## config.mk

```make
export PLATFORM = sky130hd
export DESIGN_NAME = uart_rec_frame_flat
export DESIGN_NICKNAME = d
export VERILOG_FILES = /design/src/rtl/uart_pkg.sv /design/src/rtl/uart_rec_frame_if.sv /design/src/rtl/uart_baud_tick.sv /design/src/rtl/uart_rec_frame.sv /design/src/flat_wrapper.sv
export SDC_FILE = /design/constraint.sdc
export NUM_CORES = 1
export LEC_CHECK = 0
export CAP_MARGIN = 25
export CORE_ASPECT_RATIO = 1.2
export CORE_MARGIN = 3
export CORE_UTILIZATION = 45
export DETAILED_ROUTE_END_ITERATION = 16
export GPL_ROUTABILITY_DRIVEN = 0
export PLACE_DENSITY = 0.77
export SLEW_MARGIN = 20
export SYNTH_ARGS = -nofsm -noshare
export SYNTH_HDL_FRONTEND = slang
export SYNTH_SLANG_ARGS = --single-unit
```

## constraint.sdc

```tcl
create_clock -name sys_clk -period 4.3 [get_ports sys_clk]
set_clock_uncertainty 0.2 [all_clocks]
set_input_delay 0.645 -clock sys_clk [delete_from_list [all_inputs] [get_ports sys_clk]]
set_output_delay 0.645 -clock sys_clk [all_outputs]
set_load 0.02 [all_outputs]
```

## src/rtl/uart_pkg.sv

```systemverilog
// Shared definitions for the UART receive/transmit paths.
package uart_pkg;

  // Receiver frame states.
  typedef enum logic [2:0] {
    StIdle,
    StStart,
    StData,
    StStop,
    StBrk
  } uart_state_e;

  localparam int unsigned OVERSAMPLE = 16;
  localparam int unsigned MID_SAMPLE = 7;

endpackage

```

## src/rtl/uart_rec_frame_if.sv

```systemverilog
// Host-side and serial-line signals of the UART receiver.
interface uart_rec_frame_if #(
  parameter int unsigned DATA_BITS = 8
);

  logic                 uart_REC_dataH;
  logic                 rec_ackH;
  logic [DATA_BITS-1:0] rec_dataH;
  logic                 rec_readyH;
  logic                 rec_frame_errH;
  logic                 rec_overrunH;
  logic                 rec_busyH;

  // Receiver side.
  modport master (
    input  uart_REC_dataH,
    input  rec_ackH,
    output rec_dataH,
    output rec_readyH,
    output rec_frame_errH,
    output rec_overrunH,
    output rec_busyH
  );

  // Line driver / host side.
  modport slave (
    output uart_REC_dataH,
    output rec_ackH,
    input  rec_dataH,
    input  rec_readyH,
    input  rec_frame_errH,
    input  rec_overrunH,
    input  rec_busyH
  );

endinterface

```

## src/rtl/uart_baud_tick.sv

```systemverilog
// Divides sys_clk down to the 16x oversample tick; clr realigns the phase.
module uart_baud_tick #(
  parameter int unsigned CLK_DIV = 4
) (
  input  logic sys_clk,
  input  logic sys_rstH,
  input  logic clr,
  output logic tick
);

  localparam int unsigned CntW = (CLK_DIV > 1) ? $clog2(CLK_DIV) : 1;
  localparam logic [CntW-1:0] CntLast = CntW'(CLK_DIV - 1);

  logic [CntW-1:0] cnt_q, cnt_d;

  assign tick = (cnt_q == CntLast);

  // Next count: sync clear, wrap at CLK_DIV-1, else increment.
  always_comb begin
    cnt_d = cnt_q + 1'b1;
    if (clr || tick) begin
      cnt_d = '0;
    end
  end

  // Count register.
  always_ff @(posedge sys_clk) begin
    if (sys_rstH) begin
      cnt_q <= '0;
    end else begin
      cnt_q <= cnt_d;
    end
  end

endmodule

```

## src/rtl/uart_rec_frame.sv

```systemverilog
// 8N1 serial receiver: 16x oversampling, LSB-first, ready/ack with sticky errors.
module uart_rec_frame
  import uart_pkg::*;
#(
  parameter int unsigned CLK_DIV   = 4,
  parameter int unsigned DATA_BITS = 8
) (
  input logic               sys_clk,
  input logic               sys_rstH,
  uart_rec_frame_if.master  bus
);

  localparam int unsigned BitW = (DATA_BITS > 1) ? $clog2(DATA_BITS) : 1;
  localparam logic [BitW-1:0] BitLast = BitW'(DATA_BITS - 1);
  localparam logic [3:0] SampMid  = 4'(MID_SAMPLE);
  localparam logic [3:0] SampLast = 4'(OVERSAMPLE - 1);

  uart_state_e          state_q, state_d;
  logic                 sync1_q, rx_s_q;
  logic [3:0]           samp_q, samp_d;
  logic [BitW-1:0]      bit_q, bit_d;
  logic [DATA_BITS-1:0] shift_q, shift_d;
  logic [DATA_BITS-1:0] data_q, data_d;
  logic                 ready_q, ready_d;
  logic                 ferr_q, ferr_d;
  logic                 ovr_q, ovr_d;
  logic                 tick, tick_clr;

  uart_baud_tick #(
    .CLK_DIV (CLK_DIV)
  ) u_baud_tick (
    .sys_clk  (sys_clk),
    .sys_rstH (sys_rstH),
    .clr      (tick_clr),
    .tick     (tick)
  );

  // Next-state logic for the frame FSM, datapath and host flags.
  always_comb begin
    state_d  = state_q;
    samp_d   = tick ? samp_q + 4'd1 : samp_q;
    bit_d    = bit_q;
    shift_d  = shift_q;
    data_d   = data_q;
    ready_d  = ready_q & ~bus.rec_ackH;
    ferr_d   = ferr_q & ~bus.rec_ackH;
    ovr_d    = ovr_q & ~bus.rec_ackH;
    tick_clr = 1'b0;

    unique case (state_q)
      StIdle: begin
        samp_d = '0;
        if (!rx_s_q) begin
          // Restart the tick phase so sample 7 lands mid start bit.
          state_d  = StStart;
          tick_clr = 1'b1;
        end
      end
      StStart: begin
        if (tick && samp_q == SampMid) begin
          if (!rx_s_q) begin
            state_d = StData;
            bit_d   = '0;
            samp_d  = '0;
          end else begin
            state_d = StIdle;
          end
        end
      end
      StData: begin
        if (tick && samp_q == SampLast) begin
          shift_d = {rx_s_q, shift_q[DATA_BITS-1:1]};
          bit_d   = bit_q + 1'b1;
          if (bit_q == BitLast) begin
            state_d = StStop;
          end
        end
      end
      StStop: begin
        if (tick && samp_q == SampLast) begin
          if (rx_s_q) begin
            // An ack in this cycle frees the holding register, so the load wins.
            if (ready_q && !bus.rec_ackH) begin
              ovr_d = 1'b1;
            end else begin
              data_d  = shift_q;
              ready_d = 1'b1;
            end
            state_d = StIdle;
          end else begin
            ferr_d  = 1'b1;
            state_d = StBrk;
          end
        end
      end
      StBrk: begin
        if (rx_s_q) begin
          state_d = StIdle;
        end
      end
      default: state_d = StIdle;
    endcase
  end

  // State, synchronizer and output registers.
  always_ff @(posedge sys_clk) begin
    if (sys_rstH) begin
      state_q <= StIdle;
      sync1_q <= 1'b1;
      rx_s_q  <= 1'b1;
      samp_q  <= '0;
      bit_q   <= '0;
      shift_q <= '0;
      data_q  <= '0;
      ready_q <= 1'b0;
      ferr_q  <= 1'b0;
      ovr_q   <= 1'b0;
    end else begin
      state_q <= state_d;
      sync1_q <= bus.uart_REC_dataH;
      rx_s_q  <= sync1_q;
      samp_q  <= samp_d;
      bit_q   <= bit_d;
      shift_q <= shift_d;
      data_q  <= data_d;
      ready_q <= ready_d;
      ferr_q  <= ferr_d;
      ovr_q   <= ovr_d;
    end
  end

  assign bus.rec_dataH      = data_q;
  assign bus.rec_readyH     = ready_q;
  assign bus.rec_frame_errH = ferr_q;
  assign bus.rec_overrunH   = ovr_q;
  assign bus.rec_busyH      = (state_q != StIdle);

endmodule

```

## src/flat_wrapper.sv

```systemverilog
// flat-port wrapper written by rule: the top's interface ports become plain ports
module uart_rec_frame_flat import uart_pkg::*;
#(
  parameter int unsigned CLK_DIV   = 4,
  parameter int unsigned DATA_BITS = 8
)
  (sys_clk, sys_rstH, bus_uart_REC_dataH, bus_rec_ackH, bus_rec_dataH, bus_rec_readyH, bus_rec_frame_errH, bus_rec_overrunH, bus_rec_busyH);
  uart_rec_frame_if #(.DATA_BITS(DATA_BITS)) bus_i ();
  input logic sys_clk;
  input logic sys_rstH;
  input wire logic [$bits(bus_i.uart_REC_dataH)-1:0] bus_uart_REC_dataH;
  input wire logic [$bits(bus_i.rec_ackH)-1:0] bus_rec_ackH;
  output wire logic [$bits(bus_i.rec_dataH)-1:0] bus_rec_dataH;
  output wire logic [$bits(bus_i.rec_readyH)-1:0] bus_rec_readyH;
  output wire logic [$bits(bus_i.rec_frame_errH)-1:0] bus_rec_frame_errH;
  output wire logic [$bits(bus_i.rec_overrunH)-1:0] bus_rec_overrunH;
  output wire logic [$bits(bus_i.rec_busyH)-1:0] bus_rec_busyH;
  assign bus_i.uart_REC_dataH = bus_uart_REC_dataH;
  assign bus_i.rec_ackH = bus_rec_ackH;
  assign bus_rec_dataH = bus_i.rec_dataH;
  assign bus_rec_readyH = bus_i.rec_readyH;
  assign bus_rec_frame_errH = bus_i.rec_frame_errH;
  assign bus_rec_overrunH = bus_i.rec_overrunH;
  assign bus_rec_busyH = bus_i.rec_busyH;
  uart_rec_frame #(.CLK_DIV(CLK_DIV), .DATA_BITS(DATA_BITS)) u_core (.sys_clk(sys_clk), .sys_rstH(sys_rstH), .bus(bus_i));
endmodule
```

==> results.toml, run 1 <==
[outcome]
outcome = "completed"

[timing]
finalCritPeriodShare_pct = 60.4
setup_viol = 0
relSlewSlack_pct = 51.3
clock.fmax_mhz = 385
final.setup.tns_ns = 0
grt_setup_unrepaired = "no"
tightest_slew_ns = 0.728
min_period_ns = 2.60
finalHoldViolations = 0
holdWs_ns = 0.227
maxSlewViolCount = 0

[route]
drt_first_pass_iters = 4
drt_wl_total_mm = 2.63
post_drt_wl_per_cell_um = 13.3
ant_nets = 0
drc_errors = 0
dr.first_iter.drc_count = 52
viasPerCell = 5.64
vias = 1112

[synth]
avgSynthCellArea_um2 = 9.38
synthArstFlopShare_pct = 0
yosys_warnings = 0
synth_cell_types = 41
synth_common_cells = "33 x dfxtp_1, 19 x nand2_1, 11 x a21oi_1"
netlist_instances = 153
syn_area_mm2 = 0.00144
netlist.top_cell.by_area = "dfxtp_1"
yosysMostFrequentCell = "dfxtp_1"
ys_top_cells_by_area = "dfxtp_1 46%, mux2i_1 6.3%, nand2_1 5.0%"
yosysSeqAreaShare_pct = 46.0
synth-seq-cells = 33
synth_edf_count = 0
syn_nets = 161
synth_top_area_share_pct = 46.0
synth_flop_cell = "dfxtp_1"

[cts]
cts_inserted_buffers = 5
clockRootBuffer = "clkbuf_4"
cts.sinks = 33
cts_tree = "done"
clk_pin_slew_ns = 0.11
clockBufferDepth = 2
cts_setup_buffers = 0
ctsHoldBuffers = 0
worstSkewPairLatency_ns = 0.33
postCtsResizedCells = 0
htree_num_levels = 2

[die]
die_y_um = 67.9
dieArea_mm2 = 0.00391
num_io_pins = 16
core_mm2 = 0.00292
fp.dieW_um = 57.6
initial_core_util_pct = 49.2
rows = 21

[global_routing]
antenna_found_initial = 0
grt_use_total_pct = 14.7
grt_pass1_vias = 1059
overflow = 0
grt_max_degree = 22
grt_pass1_wl_mm = 4.41

[critical_path]
cp.required_ns = 4.36
worstPathArrival_ns = 2.66
worstPathMaxFanout = 11
start_kind = "register"
path_class = "register to register"
endpoint_kind = "register"

[power_and_ir_drop]
p_leak_nw = 0.532
powerDensity_mw_per_mm2 = 312
peakVddDrop_uv = 315

[cells_and_area]
fin_nets = 170
antenna_cells = 0
syn2layout_area_growth_pct = 11.2
drive_above_1_share_pct = 8.59

[placement]
hpwl_mm = 1.81
io_buffers = 15

[job]
drv_cap = 0

[worst_hold_path]
hold_path.class = "register to register"
==> final cells by class <==
| class | count | area [um^2] |
|---|---|---|
| clock buffers | 6 | 41.3 |
| clock inverters | 2 | 10.0 |
| fillers | 268 | 1320 |
| flip-flops and latches | 33 | 661 |
| inverters | 2 | 7.51 |
| multi-input cells | 105 | 684 |
| repair buffers | 15 | 150 |
| well taps | 34 | 42.5 |
==> sequential cells by signal, indices dropped and copies added (netlist names) <==
name,flops
u_core.bus.rec_dataH,8
u_core.shift_q,8
u_core.samp_q,4
u_core.bit_q,3
u_core.state_q,3
u_core.u_baud_tick.cnt_q,2
u_core.bus.rec_frame_errH,1
u_core.bus.rec_overrunH,1
u_core.bus.rec_readyH,1
u_core.rx_s_q,1
u_core.sync1_q,1
==> cell families after synthesis <==
| group | count (synthesis) | share of synthesized area, % |
|---|---|---|
| flops | 33 | 46.0 |
| fa+ha+maj | 4 | 3.49 |
| mux | 9 | 6.28 |
| compound gates | 31 | 13.3 |
| simple gates | 57 | 22.2 |
| buf+inv | 15 | 6.28 |
| xor+xnor | 4 | 2.44 |
==> report_power, final <==
| group | switching (mW) | internal, mW | total [mW] |
|---|---|---|---|
| Combinational | 0.0116 | 0.00920 | 0.0208 |
| Clock | 0.103 | 0.0623 | 0.165 |
| Sequential | 0.00287 | 0.309 | 0.312 |
| Total | 0.117 | 0.381 | 0.498 |
==> per-layer routing <==
metal  GRT usage (%)  up-vias  routed length, um
li1                -      558                  -
met1            16.1      528               1210
met2            25.6       21               1240
met3            5.66        5                129
met4            5.80        0                 40
met5               0        -                  0
==> stage by stage <==
stage | util [%] | area [um^2] | instances | worst slack [ns] | total power [mW]
finish | 54.7 | 1600 | 197 | 1.70 | 0.498
global placement | 53.0 | 1550 | 189 | 1.66 | 0.339
detailed placement | 53.0 | 1550 | 189 | 1.60 | 0.340
global route | 54.7 | 1600 | 197 | 1.48 | 0.521
floorplan | - | 1440 | 153 | 2.60 | 0.334
CTS | 54.7 | 1600 | 197 | 1.69 | 0.501
==> path summary, 6_finish.rpt <==
kind                          startpoint                      end  slack (ns)  cells after the start
max reg2reg  u_core.u_baud_tick.cnt_q[0]  u_core.bus.rec_dataH[0]        1.70                      4
max          u_core.u_baud_tick.cnt_q[0]  u_core.bus.rec_dataH[0]        1.70                      4
min reg2reg               u_core.sync1_q            u_core.rx_s_q        0.23                      1
min                       u_core.sync1_q            u_core.rx_s_q        0.23                      1
==> cells in the final DEF, fill, tap and decap left out, drive strengths merged, types with 2 or more instances in the layout <==
master         instances
ha                     4
inv                    2
clkdlybuf4s50         15
a2111oi                2
o21ai                 10
dfxtp                 33
xnor2                  2
a21oi                 12
or3                    2
clkbuf                 6
nor2                   7
nand4                  3
nor3                   2
xor2                   2
clkinv                 2
mux2i                  9
nand2                 19
a41oi                  2
or2                    2
nand3                  9
nor4b                  2
and3                   2
==> worst max-delay path: stages, from the launching register on <==
cell	delay, ns
dfxtp_1	0.35
ha_1	0.38
nand4b_1	0.51
nor4b_4	0.82
mux2i_1	0.27
(Power assumes the default switching activity.)
==> run 2: changes to the inputs <==
- PLACE_DENSITY: 0.77 -> 0.8
- clock period: 4.3 -> 2.2 ns (I/O delays scaled with it)
==> results.toml, run 2 (synthesized netlist as in run 1, its figures left out) <==
[job]
drv_cap = 0

[cells_and_area]
fillCellCount = 253
final_cell_mix = "33 x dfxtp_1, 19 x nand2_1, 14 x clkdlybuf4s50_1"
layout_commonest_cell = "dfxtp_1"
fin_nets = 175
drive_above_1_share_pct = 10.8
antenna_cells = 0
syn2layout_area_growth_pct = 14.0

[critical_path]
crit_path_cell_trace = "or3_1 > dlygate4sd2_1"
max_stage_delay_ns = 0.44
worstPathArrival_ns = 1.47
start_kind = "register"
cp.required_ns = 1.67
rr_endpoint = "u_core.bus.rec_dataH[5]"
worstPathMaxFanout = 6
r2r-start = "u_core.u_baud_tick.cnt_q[0]"
endpoint_kind = "output port"
path_class = "register to output port"
cpMaxStageDelayCell = "or3_1"
rrSetupSlack_ns = 0.23
reg2reg_depth = 5

[route]
viasPerCell = 5.57
vias = 1119
drt_wl_total_mm = 2.67
dr.first_iter.drc_count = 41
ant_nets = 0
drc_errors = 0
post_drt_wl_per_cell_um = 13.3
drt_first_pass_iters = 4

[timing]
final.setup.tns_ns = 0
grt_setup_unrepaired = "no"
finalHoldViolations = 0
min_period_ns = 2.00
maxSlewViolCount = 0
clock.fmax_mhz = 500
finalCritPeriodShare_pct = 91.0
setup_viol = 0
relSlewSlack_pct = 63.4
finalWorstSetupSlack_ns = 0.198
tightest_slew_ns = 0.549

[global_routing]
grt_max_degree = 22
use_met3_pct = 4.15
antenna_found_initial = 0
grt_pass1_vias = 1138
grt.busiest_layer = "met2"
overflow = 0
grtUsageMet2_pct = 27.4
grt_use_total_pct = 15.5
grt_pass1_wl_mm = 4.73
use_met1_pct = 17.3

[cts]
ctsHoldBuffers = 0
clockRootBuffer = "clkbuf_4"
cts.sinks = 33
worstSkewPairLatency_ns = 0.32
clockBufferDepth = 2
cts_tree = "done"
clk_pin_slew_ns = 0.09
htree_num_levels = 2
cts_inserted_buffers = 5

[die]
num_io_pins = 16
initial_core_util_pct = 49.2
core_mm2 = 0.00292
dieArea_mm2 = 0.00391
rows = 21
die_y_um = 67.9
fp.dieW_um = 57.6

[power_and_ir_drop]
peakVddDrop_uv = 402
p_leak_nw = 0.560
powerDensity_mw_per_mm2 = 606

[worst_hold_path]
hold_start = "u_core.sync1_q"
hold_depth = 1
hold_path.class = "register to register"
hold_end = "u_core.rx_s_q"

[outcome]
outcome = "completed"

[placement]
hpwl_mm = 1.98
pre_cts_ws_ns = 0.231
io_buffers = 15
run 2: cell type report:
type,count,area (um^2),area share [%]
Clock buffer,7,55.1,3.36
Inverter,2,7.51,0.459
Multi-Input combinational cell,105,684,41.8
Sequential cell,33,661,40.4
Tap cell,34,42.5,2.60
Timing Repair Buffer,20,186,11.4
run 2: where the power goes:
| group | internal (mW) | leakage, nW | switching, mW |
|---|---|---|---|
| Clock | 0.151 | 0.0314 | 0.188 |
| Combinational | 0.0205 | 0.262 | 0.0229 |
| Sequential | 0.604 | 0.267 | 0.00503 |
| Total | 0.775 | 0.560 | 0.216 |
run 2: through the flow:
| stage | power (mW) | util [%] | hold WS [ns] | cells | instance area (um^2) |
|---|---|---|---|---|---|
| 2_1_floorplan | 0.653 | - | 0.189 | 153 | 1440 |
| 3_5_place_dp | 0.667 | 54.3 | 0.197 | 194 | 1580 |
| 6_report | 0.992 | 56.1 | 0.214 | 201 | 1640 |
| 5_1_grt | 1.03 | 56.1 | 0.249 | 201 | 1640 |
| 4_1_cts | 1.00 | 56.1 | 0.218 | 201 | 1640 |
| 3_3_place_gp | 0.666 | 54.3 | 0.191 | 194 | 1580 |
run 2: worst max-delay path by stage:
stage / from / endpoint / slack [ns] / cells past startpoint
finish: u_core.state_q[2] / bus_rec_busyH / 0.20 / 2
global route: u_core.u_baud_tick.cnt_q[0] / u_core.bit_q[0] / 0.11 / 4
CTS: u_core.state_q[2] / bus_rec_busyH / 0.19 / 2
detailed placement: u_core.u_baud_tick.cnt_q[0] / u_core.bus.rec_dataH[5] / 0.23 / 5
global placement: u_core.state_q[1] / bus_rec_busyH / 0.35 / 2
floorplan: u_core.u_baud_tick.cnt_q[0] / u_core.bus.rec_dataH[0] / 0.57 / 6
run 2: critical path: cells and delay by family (launching register included):
kind                   cells  cell delay (ns)
flip-flops                 1             0.37
buffers and inverters      1             0.35
AND/OR/NAND/NOR            1             0.44
run 2: layer usage:
metal / up-vias / share of wire (%)
met2: 24 / 52
met5: - / 0
met4: 0 / 0.49
li1: 566 / -
met1: 527 / 43
met3: 2 / 4.6
run 2: what timing repair did:
item | in CTS | in global routing
gates resized for setup | 1 | 0
hold endpoints to repair | 0 | 0
endpoints found under the setup margin | 1 | 0
setup buffers | 0 | 0
